<file path="src/rtl/intr_arbiter.sv">
// intr_arbiter: four-source interrupt controller with IO-mapped IER/IPR/MODE/ACT
// registers, fixed priority (bit 0 highest), non-pre-emptive single grant.
module intr_arbiter #(
   parameter logic [15:0] BASE_ADDR = 16'h1010
) (
   input  logic        clk,
   input  logic        reset,
   input  logic [15:0] io_addr,
   input  logic [7:0]  io_din,
   input  logic        io_we,
   input  logic        io_re,
   output logic [7:0]  io_dout,
   output logic        io_hit,
   input  logic [3:0]  src,
   output logic [3:0]  irq,
   input  logic [3:0]  irq_clr
);

   localparam int unsigned N_SRC = 4;
   localparam int unsigned GW    = 2;
   localparam int unsigned AW    = 16;
   localparam int unsigned DW    = 8;

   localparam logic [GW-1:0] OFF_IER  = GW'(0);
   localparam logic [GW-1:0] OFF_IPR  = GW'(1);
   localparam logic [GW-1:0] OFF_MODE = GW'(2);
   localparam logic [GW-1:0] OFF_ACT  = GW'(3);

   typedef enum logic {
      IDLE  = 1'b0,
      GRANT = 1'b1
   } state_t;

   state_t           state;
   logic [N_SRC-1:0] ier;
   logic [N_SRC-1:0] mode;
   logic [N_SRC-1:0] pending;
   logic [N_SRC-1:0] src_q;
   logic [GW-1:0]    grant;

   logic [AW-1:0]    offset;
   logic [GW-1:0]    sel;
   logic             wr_ier;
   logic             wr_ipr;
   logic             wr_mode;
   logic [N_SRC-1:0] wdata;

   logic [N_SRC-1:0] grant_onehot;
   logic [N_SRC-1:0] ack_vec;
   logic [N_SRC-1:0] w1c_vec;
   logic [N_SRC-1:0] edge_set;
   logic [N_SRC-1:0] pending_edge;
   logic [N_SRC-1:0] pending_next;
   logic [N_SRC-1:0] eligible;
   logic [GW-1:0]    pick_idx;
   logic             release_grant;
   logic             unused_din;

   // Address decode: a window of four bytes starting at BASE_ADDR
   assign offset  = io_addr - BASE_ADDR;
   assign io_hit  = (offset[AW-1:GW] == '0);
   assign sel     = offset[GW-1:0];
   assign wr_ier  = io_we & io_hit & (sel == OFF_IER);
   assign wr_ipr  = io_we & io_hit & (sel == OFF_IPR);
   assign wr_mode = io_we & io_hit & (sel == OFF_MODE);
   assign wdata   = io_din[N_SRC-1:0];

   // Only the low nibble of write data carries register bits
   assign unused_din = ^io_din[DW-1:N_SRC];

   // Pending-bit next value: level bits follow src, edge bits set on rise / clear on W1C or ack
   always_comb begin
      grant_onehot = N_SRC'(1) << grant;
      ack_vec      = (state == GRANT) ? (irq_clr & grant_onehot) : '0;
      w1c_vec      = wr_ipr ? wdata : '0;
      edge_set     = src & ~src_q;
      pending_edge = edge_set | (pending & ~(w1c_vec | ack_vec));
      pending_next = (mode & src) | (~mode & pending_edge);
   end

   // Fixed-priority pick among enabled pending sources, lowest index wins
   always_comb begin
      eligible = pending & ier;
      pick_idx = '0;
      for (int i = N_SRC - 1; i >= 0; i--) begin
         if (eligible[i]) begin
            pick_idx = GW'(i);
         end
      end
   end

   // Conditions that end the current grant
   always_comb begin
      release_grant = 1'b0;
      if (irq_clr[grant]) begin
         release_grant = 1'b1;
      end
      if (wr_ier && !io_din[grant]) begin
         release_grant = 1'b1;
      end
      if (wr_ipr && io_din[grant] && !mode[grant]) begin
         release_grant = 1'b1;
      end
      if (mode[grant] && !pending[grant]) begin
         release_grant = 1'b1;
      end
   end

   // Control registers, src sampling and pending bits
   always_ff @(posedge clk or negedge reset) begin
      if (!reset) begin
         ier     <= '0;
         mode    <= '0;
         pending <= '0;
         src_q   <= '0;
      end else begin
         src_q   <= src;
         pending <= pending_next;
         if (wr_ier) begin
            ier <= wdata;
         end
         if (wr_mode) begin
            mode <= wdata;
         end
      end
   end

   // Grant FSM with registered irq; a release always passes through IDLE
   always_ff @(posedge clk or negedge reset) begin
      if (!reset) begin
         state <= IDLE;
         grant <= '0;
         irq   <= '0;
      end else begin
         case (state)
            IDLE: begin
               if (eligible != '0) begin
                  state <= GRANT;
                  grant <= pick_idx;
                  irq   <= N_SRC'(1) << pick_idx;
               end else begin
                  irq   <= '0;
               end
            end
            GRANT: begin
               if (release_grant) begin
                  state <= IDLE;
                  irq   <= '0;
               end
            end
            default: begin
               state <= IDLE;
               irq   <= '0;
            end
         endcase
      end
   end

   // Combinational read mux, zero when not selected
   always_comb begin
      io_dout = '0;
      if (io_re && io_hit) begin
         case (sel)
            OFF_IER:  io_dout = DW'(ier);
            OFF_IPR:  io_dout = DW'(pending);
            OFF_MODE: io_dout = DW'(mode);
            OFF_ACT:  io_dout = (state == GRANT) ? {1'b1, 5'b0, grant} : '0;
            default:  io_dout = '0;
         endcase
      end
   end

endmodule

</file>
<file path="config.mk">
export PLATFORM = sky130hd
export DESIGN_NAME = intr_arbiter
export DESIGN_NICKNAME = d
export VERILOG_FILES = /design/src/rtl/intr_arbiter.sv
export SDC_FILE = /design/constraint.sdc
export NUM_CORES = 1
export LEC_CHECK = 0
export CAP_MARGIN = 10
export CORE_AREA = 2 2 70 52
export CTS_CLUSTER_DIAMETER = 120
export CTS_CLUSTER_SIZE = 40
export DETAILED_ROUTE_END_ITERATION = 6
export DIE_AREA = 0 0 72 54
export PLACE_DENSITY = 0.77
export REMOVE_ABC_BUFFERS = 1
export SYNTH_ARGS = -nofsm -noshare
export SYNTH_HDL_FRONTEND = slang
export SYNTH_SLANG_ARGS = --single-unit
</file>
<file path="constraint.sdc">
create_clock -name clk -period 2.1 [get_ports clk]
set_input_delay 0.42 -clock clk [delete_from_list [all_inputs] [get_ports clk]]
set_output_delay 0.42 -clock clk [all_outputs]
set_load 0.01 [all_outputs]
</file>
==> impl_summary.md <==
Power and ir drop
The proportion of total power due to net switching is 23.2%. The combinational group share of total power is 16.1%. The internal portion of the total power is 661 uW. The maximum vdd drop is 0.463 mV.

The power per cell area is 422 mW/mm^2. In this run the power spent charging and discharging nets is 200 uW. The clock network power share is 31.7%. The total design power is 861 uW. The static leakage power is 0.892 nW. Of the total power, registers draw 52.1%.

Routing
The routed via count is 1274. In the final routed layout, each cell accounts on average for 16.7 um. The total routed wirelength is 3.89 mm. The post-route antenna net violation count is 0.

The number of design rule violations left after detail routing is 0. The count of routing violations after the opening detailed-route iteration is 54. The first-pass iteration count of the detailed router is 4. In the routed layout, each cell is associated on average with a via count of 5.47.

Placed design
The half-perimeter wire length after detailed placement is 2.79 mm. Prior to clock tree synthesis, the placed netlist has a worst setup slack of -0.861 ns. The placed standard-cell area is 0.00189 sq mm. The number of port buffers is 41.

In this run, placement finished with an instance count of 219. Routability-driven placement finished with a final weighted congestion of 0.923.

STA
The number of max-slew violations in the final report came to 0. The total count of hold-check failures in the final report is 0. Counting I/O delays and the setup requirement, the final critical path takes 2.10 ns. In the finished design, the share of the clock period the worst path needs comes to 100%. The setup TNS is -0.00226 ns. Setup violations remaining at the end of the flow were counted as 1. The achievable frequency is 476 MHz. Hold is met by 0.498 ns.

On the final layout, the worst clock skew is 0.00578 ns. In the post-route analysis, the smallest setup slack over all paths is -0.00226 ns.

Synth
The number of cells produced by synthesis is 128. The sequential element share of the synthesized area is 42.5%. The area fraction of the dominant cell type after synthesis is 42.5%.

By area the synthesized netlist is led by sky130_fd_sc_hd__dfrtp_1 42%, sky130_fd_sc_hd__mux2_1 3.3%, sky130_fd_sc_hd__mux2_2 3.3%. The xor/xnor cell area share of the yosys netlist is 0%. The number of enable flip-flop cells after synthesis is 0. The main flop type after synthesis is sky130_fd_sc_hd__dfrtp_1. After synthesis, the largest family of logic cells by area is simple AND/OR/NAND/NOR gates. The most frequently used cell type in the post-synthesis netlist is sky130_fd_sc_hd__dfrtp_1. The share of cell area taken by muxes after synthesis is 14.1%.

The number of library cell types mapped by synthesis is 45. In this run the cell area of the synthesized design comes to 0.00136 sq mm. After synthesis, the most frequently instantiated cells are 23 x sky130_fd_sc_hd__dfrtp_1, 12 x sky130_fd_sc_hd__nand2_1, 9 x sky130_fd_sc_hd__nor2_1. The register bit count reported by yosys is 23. Counting flops with an async set or reset pin after synthesis yields a share of 100%. The fraction of the mapped netlist area in adder cells is 0%. The area share of and/or/nand/nor cells after synthesis is 20.0%. Summing the areas of all compound-gate instances in the mapped netlist gives 16.0% of the synthesized area. The synthesized design spends more area on one cell type than any other, namely sky130_fd_sc_hd__dfrtp_1.

The mean post-synth cell area is 10.6 sq um. The Yosys step of the flow raised 0 warnings.

Setup path
The critical path goes through buf_2, nor4b_4, buf_4, buf_4, buf_4, buf_4, buf_4, nand4_1, nor4b_2, nor3_2, a32o_1. The sort of element at the end of the critical path is a flip-flop. The kind of start point of the critical path is an input pin. The critical-path maximum fanout is 5. The data required time at the worst endpoint is 2.25 ns. The cell that appears most often on the critical path is sky130_fd_sc_hd__buf_4. The critical path in this run is classified as in2reg. For this design, the slowest cell found on the critical path is sky130_fd_sc_hd__nor4b_2. For the worst setup path, the data arrival time is 2.26 ns. The critical path's largest stage delay is 0.36 ns.

Clock network
TritonCTS built the clock tree. After clock tree synthesis, the clock-pin slew on the worst setup and hold paths is 0.08 ns. CTS saw 23 sinks. The CTS buffer count is 3. In this run the deepest clock path goes through 2 buffers. CTS built an H-tree with a depth of 1. The hold buffer count at CTS is 0. The later pin in the worst-skew pair is clocked with a latency of 0.27 ns. Clock tree synthesis selected as its root buffer the cell sky130_fd_sc_hd__clkbuf_8.

Global routing
The overall routing resource usage is 20.6%. The number of antenna violations at the first check in global routing is 0. The maximum number of pins on one net before global-route repair is 24. The remaining global-route overflow is 0. The number of global-route vias before repair is 1265. The global-route wire length before repair is 6.00 mm.

Run status
The run finished, with violations left. The final reports fail on setup timing.

Run
The number of maximum-capacitance constraint violations is 0.

Floorplanning
The I/O pin count is 49. The placeable core region is 0.00331 sq mm. The area of the die is 0.00389 sq mm. The floorplan row count is 18. The width of the chip is 72 um. Once the floorplan was initialized, standard cells occupied 40.9% of the core. The die outline height is 54 um.

Layout
The final non-filler cell total is 233. The number of fill cells in the layout is 270. The signed area change from the synthesized netlist to the final layout is 50.7%. The number of antenna cells inserted is 0. The final instance area is 0.00204 sq mm.

Once layout is complete, the utilization of the core stands at 61.7%. The net count reported at finish is 230. In the final layout, the share of cells above drive strength 1 is 34.7%.

Hold path
The min-delay analysis places its worst path in the category reg2reg.
==> layout make-up <==
type / instances / area (sq um) / share of cell area [%]
multi-input cells: 92 / 764 / 37.4
inverters: 7 / 26.3 / 1.29
flip-flops and latches: 23 / 576 / 28.2
well taps: 40 / 50.0 / 2.45
clock buffers: 3 / 41.3 / 2.02
repair buffers: 67 / 579 / 28.4
clock inverters: 1 / 5.00 / 0.245
==> state kept, by name, indices dropped and copies added (netlist names) <==
register,cells
ier,4
irq,4
mode,4
pending,4
src_q,4
grant,2
state,1
==> final timing paths <==
kind	from	endpoint	slack [ns]	cells after the start
hold / removal	irq[0]$_DFFE_PN0P_	irq[0]$_DFFE_PN0P_	0.50	1
max in group asynchronous	reset	ier[0]$_DFFE_PN0P_	1.35	2
hold reg to reg	irq[0]$_DFFE_PN0P_	irq[0]$_DFFE_PN0P_	0.50	1
min in group asynchronous	reset	grant[1]$_DFFE_PN0P_	0.52	2
setup reg to reg	grant[0]$_DFFE_PN0P_	irq[2]$_DFFE_PN0P_	0.12	5
setup / recovery	io_addr[2]	irq[0]$_DFFE_PN0P_	-0.002	11
==> cell families after synthesis <==
logic type | Yosys count
AO/OA/AOI/OAI | 28
buffers and inverters | 15
flip-flops | 23
multiplexers | 14
other | 1
AND/OR/NAND/NOR | 47
==> what timing repair did <==
item,4_1_cts,5_1_grt
setup endpoints to repair,11,10
resized for setup,59,14
endpoints found under the hold margin,0,0
cloned,0,1
pin swaps,13,8
setup buffers,8,1
==> placed cells by master (no fill, tap or decap), types with 2 or more instances in the layout <==
master / netlist / routed
sky130_fd_sc_hd__dfrtp_1: 23 / 23
sky130_fd_sc_hd__clkbuf_2: 0 / 3
sky130_fd_sc_hd__nor4b_4: 0 / 2
sky130_fd_sc_hd__a21boi_0: 4 / 4
sky130_fd_sc_hd__a41o_1: 4 / 4
sky130_fd_sc_hd__clkdlybuf4s15_1: 0 / 2
sky130_fd_sc_hd__nor2_1: 9 / 8
sky130_fd_sc_hd__nand2b_1: 2 / 2
sky130_fd_sc_hd__mux4_2: 2 / 2
sky130_fd_sc_hd__nand3_1: 4 / 4
sky130_fd_sc_hd__mux2_1: 4 / 4
sky130_fd_sc_hd__nand4_1: 3 / 3
sky130_fd_sc_hd__a21oi_1: 6 / 5
sky130_fd_sc_hd__a32o_1: 2 / 2
sky130_fd_sc_hd__dlygate4sd2_1: 0 / 5
sky130_fd_sc_hd__inv_1: 6 / 6
sky130_fd_sc_hd__conb_1: 1 / 3
sky130_fd_sc_hd__buf_4: 4 / 24
sky130_fd_sc_hd__buf_2: 0 / 8
sky130_fd_sc_hd__nand2_1: 12 / 11
sky130_fd_sc_hd__o21ai_0: 2 / 2
sky130_fd_sc_hd__a211oi_1: 2 / 2
sky130_fd_sc_hd__nor2b_1: 3 / 2
sky130_fd_sc_hd__mux2i_1: 3 / 2
sky130_fd_sc_hd__nor2b_2: 1 / 2
sky130_fd_sc_hd__clkbuf_8: 1 / 3
sky130_fd_sc_hd__mux2_2: 4 / 4
sky130_fd_sc_hd__clkdlybuf4s50_1: 0 / 20
==> worst max-delay path, delay by kind of cell <==
kind / cells / cell delay [ns]
AO/OA/AOI/OAI: 1 / 0.23
buffers and inverters: 6 / 0.63
AND/OR/NAND/NOR: 4 / 0.99
==> power groups by stage <==
stage | sequential, mW | combinational (mW) | clock [mW]
detailed placement | 0.458 | 0.125 | 0
floorplan | 0.459 | 0.0235 | 0
finish | 0.449 | 0.139 | 0.273
global route | 0.450 | 0.149 | 0.303
global placement | 0.458 | 0.121 | 0
CTS | 0.449 | 0.130 | 0.285
==> per-layer routing <==
metal	track usage (%)	routed length, um
met5	0	0
met4	6.60	42
met1	24.9	1670
met2	36.3	1830
met3	5.62	345
Power figures use the tool's default switching activity.
